### src/rtl/bridge_pkg.sv
// Shared definitions for the AHB-to-APB bridge: FSM state encoding, HTRANS codes and
// the APB slave address map shared with the AHB slave interface.
package bridge_pkg;

    localparam int unsigned ST_W     = 3;
    localparam int unsigned HTRANS_W = 2;
    localparam int unsigned MAP_W    = 32;

    typedef enum logic [ST_W-1:0] {
        ST_IDLE     = 3'd0,
        ST_READ     = 3'd1,
        ST_RENABLE  = 3'd2,
        ST_WWAIT    = 3'd3,
        ST_WRITE    = 3'd4,
        ST_WRITEP   = 3'd5,
        ST_WENABLE  = 3'd6,
        ST_WENABLEP = 3'd7
    } state_e;

    localparam logic [HTRANS_W-1:0] HTRANS_IDLE   = 2'b00;
    localparam logic [HTRANS_W-1:0] HTRANS_BUSY   = 2'b01;
    localparam logic [HTRANS_W-1:0] HTRANS_NONSEQ = 2'b10;
    localparam logic [HTRANS_W-1:0] HTRANS_SEQ    = 2'b11;

    // Slave windows: [base, base + 0x0400_0000) each
    localparam logic [MAP_W-1:0] SLV0_BASE = 32'h8000_0000;
    localparam logic [MAP_W-1:0] SLV1_BASE = 32'h8400_0000;
    localparam logic [MAP_W-1:0] SLV2_BASE = 32'h8800_0000;
    localparam logic [MAP_W-1:0] MAP_TOP   = 32'h8C00_0000;

endpackage

### src/rtl/apb_fsm_controller.sv
// APB side of the AHB-to-APB bridge: turns pipelined AHB transfers into APB
// setup/enable phases and stalls the AHB master through Hreadyout.
module apb_fsm_controller
    import bridge_pkg::*;
#(
    parameter int unsigned ADDR_W = 32,
    parameter int unsigned DATA_W = 32,
    parameter int unsigned NSLV   = 3
) (
    input  logic              Hclk,
    input  logic              Hreset,
    input  logic              valid,
    input  logic              Hwrite,
    input  logic              Hwritereg,
    input  logic [ADDR_W-1:0] Haddr1,
    input  logic [ADDR_W-1:0] Haddr2,
    input  logic [DATA_W-1:0] Hwdata1,
    input  logic [DATA_W-1:0] Hwdata2,
    input  logic [NSLV-1:0]   tempselx,
    input  logic [DATA_W-1:0] Prdata,
    output logic [NSLV-1:0]   Pselx,
    output logic              Penable,
    output logic              Pwrite,
    output logic [ADDR_W-1:0] Paddr,
    output logic [DATA_W-1:0] Pwdata,
    output logic              Hreadyout,
    output logic [DATA_W-1:0] Hrdata
);

    state_e state;
    state_e next_state;

    // Read data goes straight back to the AHB side
    assign Hrdata = Prdata;

    always_ff @(posedge Hclk) begin
        if (Hreset) begin
            state <= ST_IDLE;
        end else begin
            state <= next_state;
        end
    end

    always_comb begin
        next_state = state;
        case (state)
            ST_IDLE, ST_RENABLE, ST_WENABLE: begin
                if (!valid) begin
                    next_state = ST_IDLE;
                end else if (Hwrite) begin
                    next_state = ST_WWAIT;
                end else begin
                    next_state = ST_READ;
                end
            end
            ST_READ:   next_state = ST_RENABLE;
            ST_WWAIT:  next_state = valid ? ST_WRITEP : ST_WRITE;
            ST_WRITE:  next_state = valid ? ST_WENABLEP : ST_WENABLE;
            ST_WRITEP: next_state = ST_WENABLEP;
            ST_WENABLEP: begin
                if (!Hwritereg) begin
                    next_state = ST_READ;
                end else if (valid) begin
                    next_state = ST_WRITEP;
                end else begin
                    next_state = ST_WRITE;
                end
            end
            default:   next_state = ST_IDLE;
        endcase
    end

    // Outputs are decoded from next_state so they land on the edge the state is entered
    always_ff @(posedge Hclk) begin
        if (Hreset) begin
            Pselx     <= '0;
            Penable   <= 1'b0;
            Pwrite    <= 1'b0;
            Paddr     <= '0;
            Pwdata    <= '0;
            Hreadyout <= 1'b1;
        end else begin
            case (next_state)
                ST_IDLE, ST_WWAIT: begin
                    Pselx     <= '0;
                    Penable   <= 1'b0;
                    Hreadyout <= 1'b1;
                end
                ST_READ: begin
                    Pselx     <= tempselx;
                    Paddr     <= Haddr1;
                    Pwrite    <= 1'b0;
                    Penable   <= 1'b0;
                    Hreadyout <= 1'b0;
                end
                ST_WRITE: begin
                    Pselx     <= tempselx;
                    Paddr     <= Haddr1;
                    Pwdata    <= Hwdata1;
                    Pwrite    <= 1'b1;
                    Penable   <= 1'b0;
                    Hreadyout <= 1'b1;
                end
                ST_WRITEP: begin
                    Pselx     <= tempselx;
                    Paddr     <= Haddr2;
                    Pwdata    <= Hwdata2;
                    Pwrite    <= 1'b1;
                    Penable   <= 1'b0;
                    Hreadyout <= 1'b0;
                end
                default: begin
                    Penable   <= 1'b1;
                    Hreadyout <= 1'b1;
                end
            endcase
        end
    end

endmodule
### config.mk
export PLATFORM = sky130hd
export DESIGN_NAME = apb_fsm_controller
export DESIGN_NICKNAME = d
export VERILOG_FILES = /design/src/rtl/bridge_pkg.sv /design/src/rtl/apb_fsm_controller.sv
export SDC_FILE = /design/constraint.sdc
export NUM_CORES = 1
export LEC_CHECK = 0
export CORE_MARGIN = 5
export CORE_UTILIZATION = 45
export DETAILED_ROUTE_END_ITERATION = 7
export DONT_BUFFER_PORTS = 1
export GPL_TIMING_DRIVEN = 0
export PLACE_DENSITY_LB_ADDON = 0.25
export SKIP_LAST_GASP = 1
export SYNTH_ARGS = -nofsm -noshare
export SYNTH_HDL_FRONTEND = slang
export SYNTH_SLANG_ARGS = --single-unit
### constraint.sdc
create_clock -name Hclk -period 1.34 [get_ports Hclk]
set_input_delay 0.268 -clock Hclk [delete_from_list [all_inputs] [get_ports Hclk]]
set_output_delay 0.268 -clock Hclk [all_outputs]
set_load 0.02 [all_outputs]
==> results.txt <==
The source-to-sink clock delay at the later pin of the worst-skew pair came out at 0.35 ns. In this run the worst path has a maximum fanout of 7. Summing all flip-flop and latch instances after layout gives 1470 µm².

The filler cells instantiated in the layout total 811. STA classifies the critical path startpoint as a flip-flop. The synthesized design contains 0 enable-type register cells.

By area the synthesized netlist is led by sky130_fd_sc_hd__dfxtp_1 33%, sky130_fd_sc_hd__a311oi_2 10%, sky130_fd_sc_hd__buf_4 6.8%. The placeable core region came out at 9640 µm². The share of the core filled with cells is 60.2%. In the synthesized netlist the dominant register cell turns out to be sky130_fd_sc_hd__dfxtp_1. In this run the number of H-tree levels came out at 3. The count of antenna-violating nets left after detailed routing came out at 0.

The number of design rule violations left after detail routing came out at 0. The average vias per placed instance came out at 6.21. The all-layer global routing usage is 23.4%. The iteration count of the initial detailed-routing pass came out at 4. The reg-to-reg critical path startpoint is state[2]$_SDFF_PP0_. The cell at the slowest stage of the critical path is sky130_fd_sc_hd__dfxtp_4. The routed via count came out at 4247. Power comes to 5990 µW. The routed length per placed instance is 22.1 µm. Setup violations remaining at the end of the flow were counted as 62. The post-synthesis sequential area ratio came out at 33.3%.

Setup repair after global routing could not meet its margin everywhere. The run finished, with violations left. The antenna diode count is 0. The root buffer cell is sky130_fd_sc_hd__clkbuf_8. In this run, synthesis produced a sequential element count of 73. The count of yosys warnings during synthesis came out at 0.

The actual transition at the worst max-transition pin is 0.780 ns. The number of global-route vias before repair is 4157. The clock sink count came out at 73. The peak clock frequency supported by timing came out at 0.661 GHz.

The total congestion overflow is 0. The worst slew margin relative to its limit is 48.0%. The netlist area before placement is 4390 µm². The multi-input logic area is 2890 µm². The placement row count came out at 36. For the finished layout, the period the worst path requires is 1.51 ns.

After synthesis, the most frequently instantiated cells are 79 x sky130_fd_sc_hd__nand2_1, 73 x sky130_fd_sc_hd__dfxtp_1, 68 x sky130_fd_sc_hd__nor2_1. The fraction of layout cells with a size suffix above 1 is 41.2%. Measured in cells, the most critical reg-to-reg path has a length of 7. The starting density of the core came out at 45.5%.

The number of top-level pins is 270. After the first detailed-routing iteration, the DRC count stood at 279. The worst hold path begins at tempselx[1]. After technology mapping, the gate count stands at 514. The share of the clock period used by the worst path after layout came out at 113%. The number of buffers added by the clock tree synthesis step came out at 9.

The final net count came out at 714. The hold-critical path endpoint is Pselx[1]$_SDFFE_PP0P_. The leakage power came out at 0.00212 µW.

The number of endpoints with negative hold slack in the final report came out at 0. Hold is met by 0.0570 ns. Counting instances, the worst hold path has a depth of 1.

The maximum buffer depth of the clock tree came out at 2. The gate family responsible for the most delay along the worst path is flip-flops. The post-layout worst setup margin is -0.173 ns. The tightest min-delay check is of the in2reg type. The final reports fail on setup timing. From bottom edge to top edge, the die measures 109 µm. The clock tree skew after final layout is 0.00712 ns. The fraction of post-synthesis cell area in the top cell type by area is 33.3%.

The total of hold buffers inserted after clock tree synthesis is 0. Power spread over the standard cell area amounts to 1030 nW/µm². The count of final max-slew check failures came out at 0.

The HPWL after detailed placement came out at 10300 µm. The worst setup path is of the reg2reg kind. The number of nets in the synthesized netlist is 682. The worst path buffer plus inverter count came out at 3. Routability-driven placement finished with a final weighted congestion of 0.807.

The worst setup path is captured at a flip-flop. After clock tree synthesis, the clock-pin slew on the worst setup and hold paths is 0.08 ns. The maximum ir drop on the vdd rail is 0.000596 V. The share of flip-flops with an asynchronous set or reset came out at 0%.

The initial antenna violation count came out at 0. sky130_fd_sc_hd__nand2_1 is the most common cell in the netlist. Input and output buffers added on the ports amount to 0. The required time reported for the critical path endpoint is 1.59 ns. The average footprint of a synthesized cell is 8.54 µm². sky130_fd_sc_hd__dfxtp_1 takes more of the synthesized area than any other cell. The delay contributed by the slowest stage of the critical path is 0.39 ns. The first global-routing pass estimated 21800 µm of wire. Max-cap violations in this run came to 0. The maximum number of pins on one net before global-route repair is 14. The floorplan die width came out at 109 µm. The post-synthesis to final-layout area growth came out at 32.1%. Counting distinct cell types in the post-synthesis netlist gives 28. After detailed routing, the total wire length is 15100 µm. STA puts the critical path data arrival time at 1.76 ns.

In this run the critical register-to-register path is captured at Paddr[27]$_SDFFE_PP0P_. The signal on the critical path passes through nand2b_4, buf_6, and3_4, buf_12, buf_8, nand2_2, a311oi_2. The CTS tree is done.

The die covers 11800 µm². The internal reg-to-reg setup slack is -0.17 ns.
## logic make-up after synthesis
kind of cell | count (synthesis) | share of synthesized area [%]
flops | 73 | 33.3
compound gates | 141 | 30.9
simple gates | 212 | 23.8
buf+inv | 88 | 12.0
## where the power goes
| part | internal, µW | total, µW | switching (µW) |
|---|---|---|---|
| Combinational | 662 | 1370 | 712 |
| Sequential | 2310 | 2610 | 293 |
| Clock | 1100 | 2010 | 910 |
## state kept, by name (all words and copies together), names as in the netlist
register   count
Pselx          3
state          3
Paddr         32
Pwrite         1
Hreadyout      1
Penable        1
Pwdata        32
## cell usage in the layout (no fill, tap or decap), types with 4 or more instances in the layout
cell type	netlist	final
sky130_fd_sc_hd__a211oi_1	32	22
sky130_fd_sc_hd__a211oi_2	0	10
sky130_fd_sc_hd__a21oi_1	5	4
sky130_fd_sc_hd__a221oi_2	0	19
sky130_fd_sc_hd__a221oi_4	0	10
sky130_fd_sc_hd__a311oi_2	30	30
sky130_fd_sc_hd__and4_1	32	32
sky130_fd_sc_hd__buf_12	0	7
sky130_fd_sc_hd__buf_2	26	7
sky130_fd_sc_hd__buf_4	40	51
sky130_fd_sc_hd__buf_6	2	13
sky130_fd_sc_hd__buf_8	0	11
sky130_fd_sc_hd__clkbuf_1	19	9
sky130_fd_sc_hd__clkbuf_2	0	5
sky130_fd_sc_hd__clkbuf_8	0	10
sky130_fd_sc_hd__dfxtp_1	73	70
sky130_fd_sc_hd__nand2_1	79	79
sky130_fd_sc_hd__nand2_2	20	10
sky130_fd_sc_hd__nand2_4	0	10
sky130_fd_sc_hd__nor2_1	68	56
sky130_fd_sc_hd__nor2_2	0	8
sky130_fd_sc_hd__nor2_4	0	4
sky130_fd_sc_hd__o2bb2ai_1	31	30
## worst reg2reg max path: stages (launching register included)
cell                       delay, ns
sky130_fd_sc_hd__dfxtp_4        0.39
sky130_fd_sc_hd__nand2b_4       0.07
sky130_fd_sc_hd__buf_6          0.11
sky130_fd_sc_hd__and3_4         0.18
sky130_fd_sc_hd__buf_12         0.14
sky130_fd_sc_hd__buf_8          0.13
sky130_fd_sc_hd__nand2_2        0.07
sky130_fd_sc_hd__a311oi_2       0.31
## worst max-delay path by stage
stage	from	end	slack, ns	cells after the start
after floorplan	state[1]$_SDFF_PP0_	Paddr[14]$_SDFFE_PP0P_	0.002	7
after global placement	Hreset	Pwdata[29]$_SDFFE_PP0P_	-0.26	4
after detailed placement	Hreset	Pwdata[27]$_SDFFE_PP0P_	-0.30	4
after CTS	state[1]$_SDFF_PP0_	Paddr[13]$_SDFFE_PP0P_	-0.15	7
after global routing	state[1]$_SDFF_PP0_	Pwdata[1]$_SDFFE_PP0P_	-0.22	5
final	state[2]$_SDFF_PP0_	Paddr[27]$_SDFFE_PP0P_	-0.17	7
## layout make-up
type	count	share of cell area (%)
Timing Repair Buffer	22	5.09
Inverter	1	0.0647
Tap cell	133	2.87
Multi-Input combinational cell	353	49.8
Clock inverter	6	1.58
Buffer	86	12.9
Sequential cell	73	25.4
Clock buffer	10	2.37
## through the flow
stage	setup slack, ns	std cells	instance area (µm²)	setup TNS [ns]
floorplan	0.00202	514	4420	0
global placement	-0.263	647	4590	-10.74
detailed placement	-0.296	647	4590	-11.63
CTS	-0.149	682	5250	-7.00
global route	-0.220	684	5800	-9.77
finish	-0.173	684	5800	-4.97
## repair_timing
| item | 4_1_cts | 5_1_grt |
|---|---|---|
| cloned | 6 | 2 |
| gates resized for setup | 59 | 136 |
| setup endpoints to repair | 64 | 67 |
| pin swaps | 23 | 21 |
| buffers inserted | 13 | 3 |
| endpoints found under the hold margin | 0 | 0 |
## routing by layer
layer	vias to the layer above	share of wire [%]	GRT usage (%)
met3	32	9.9	7.05
met4	0	2.4	8.57
met1	2032	36	27.3
met5	-	0	0
li1	1963	-	-
met2	220	52	40.6
(Power assumes the default switching activity.)
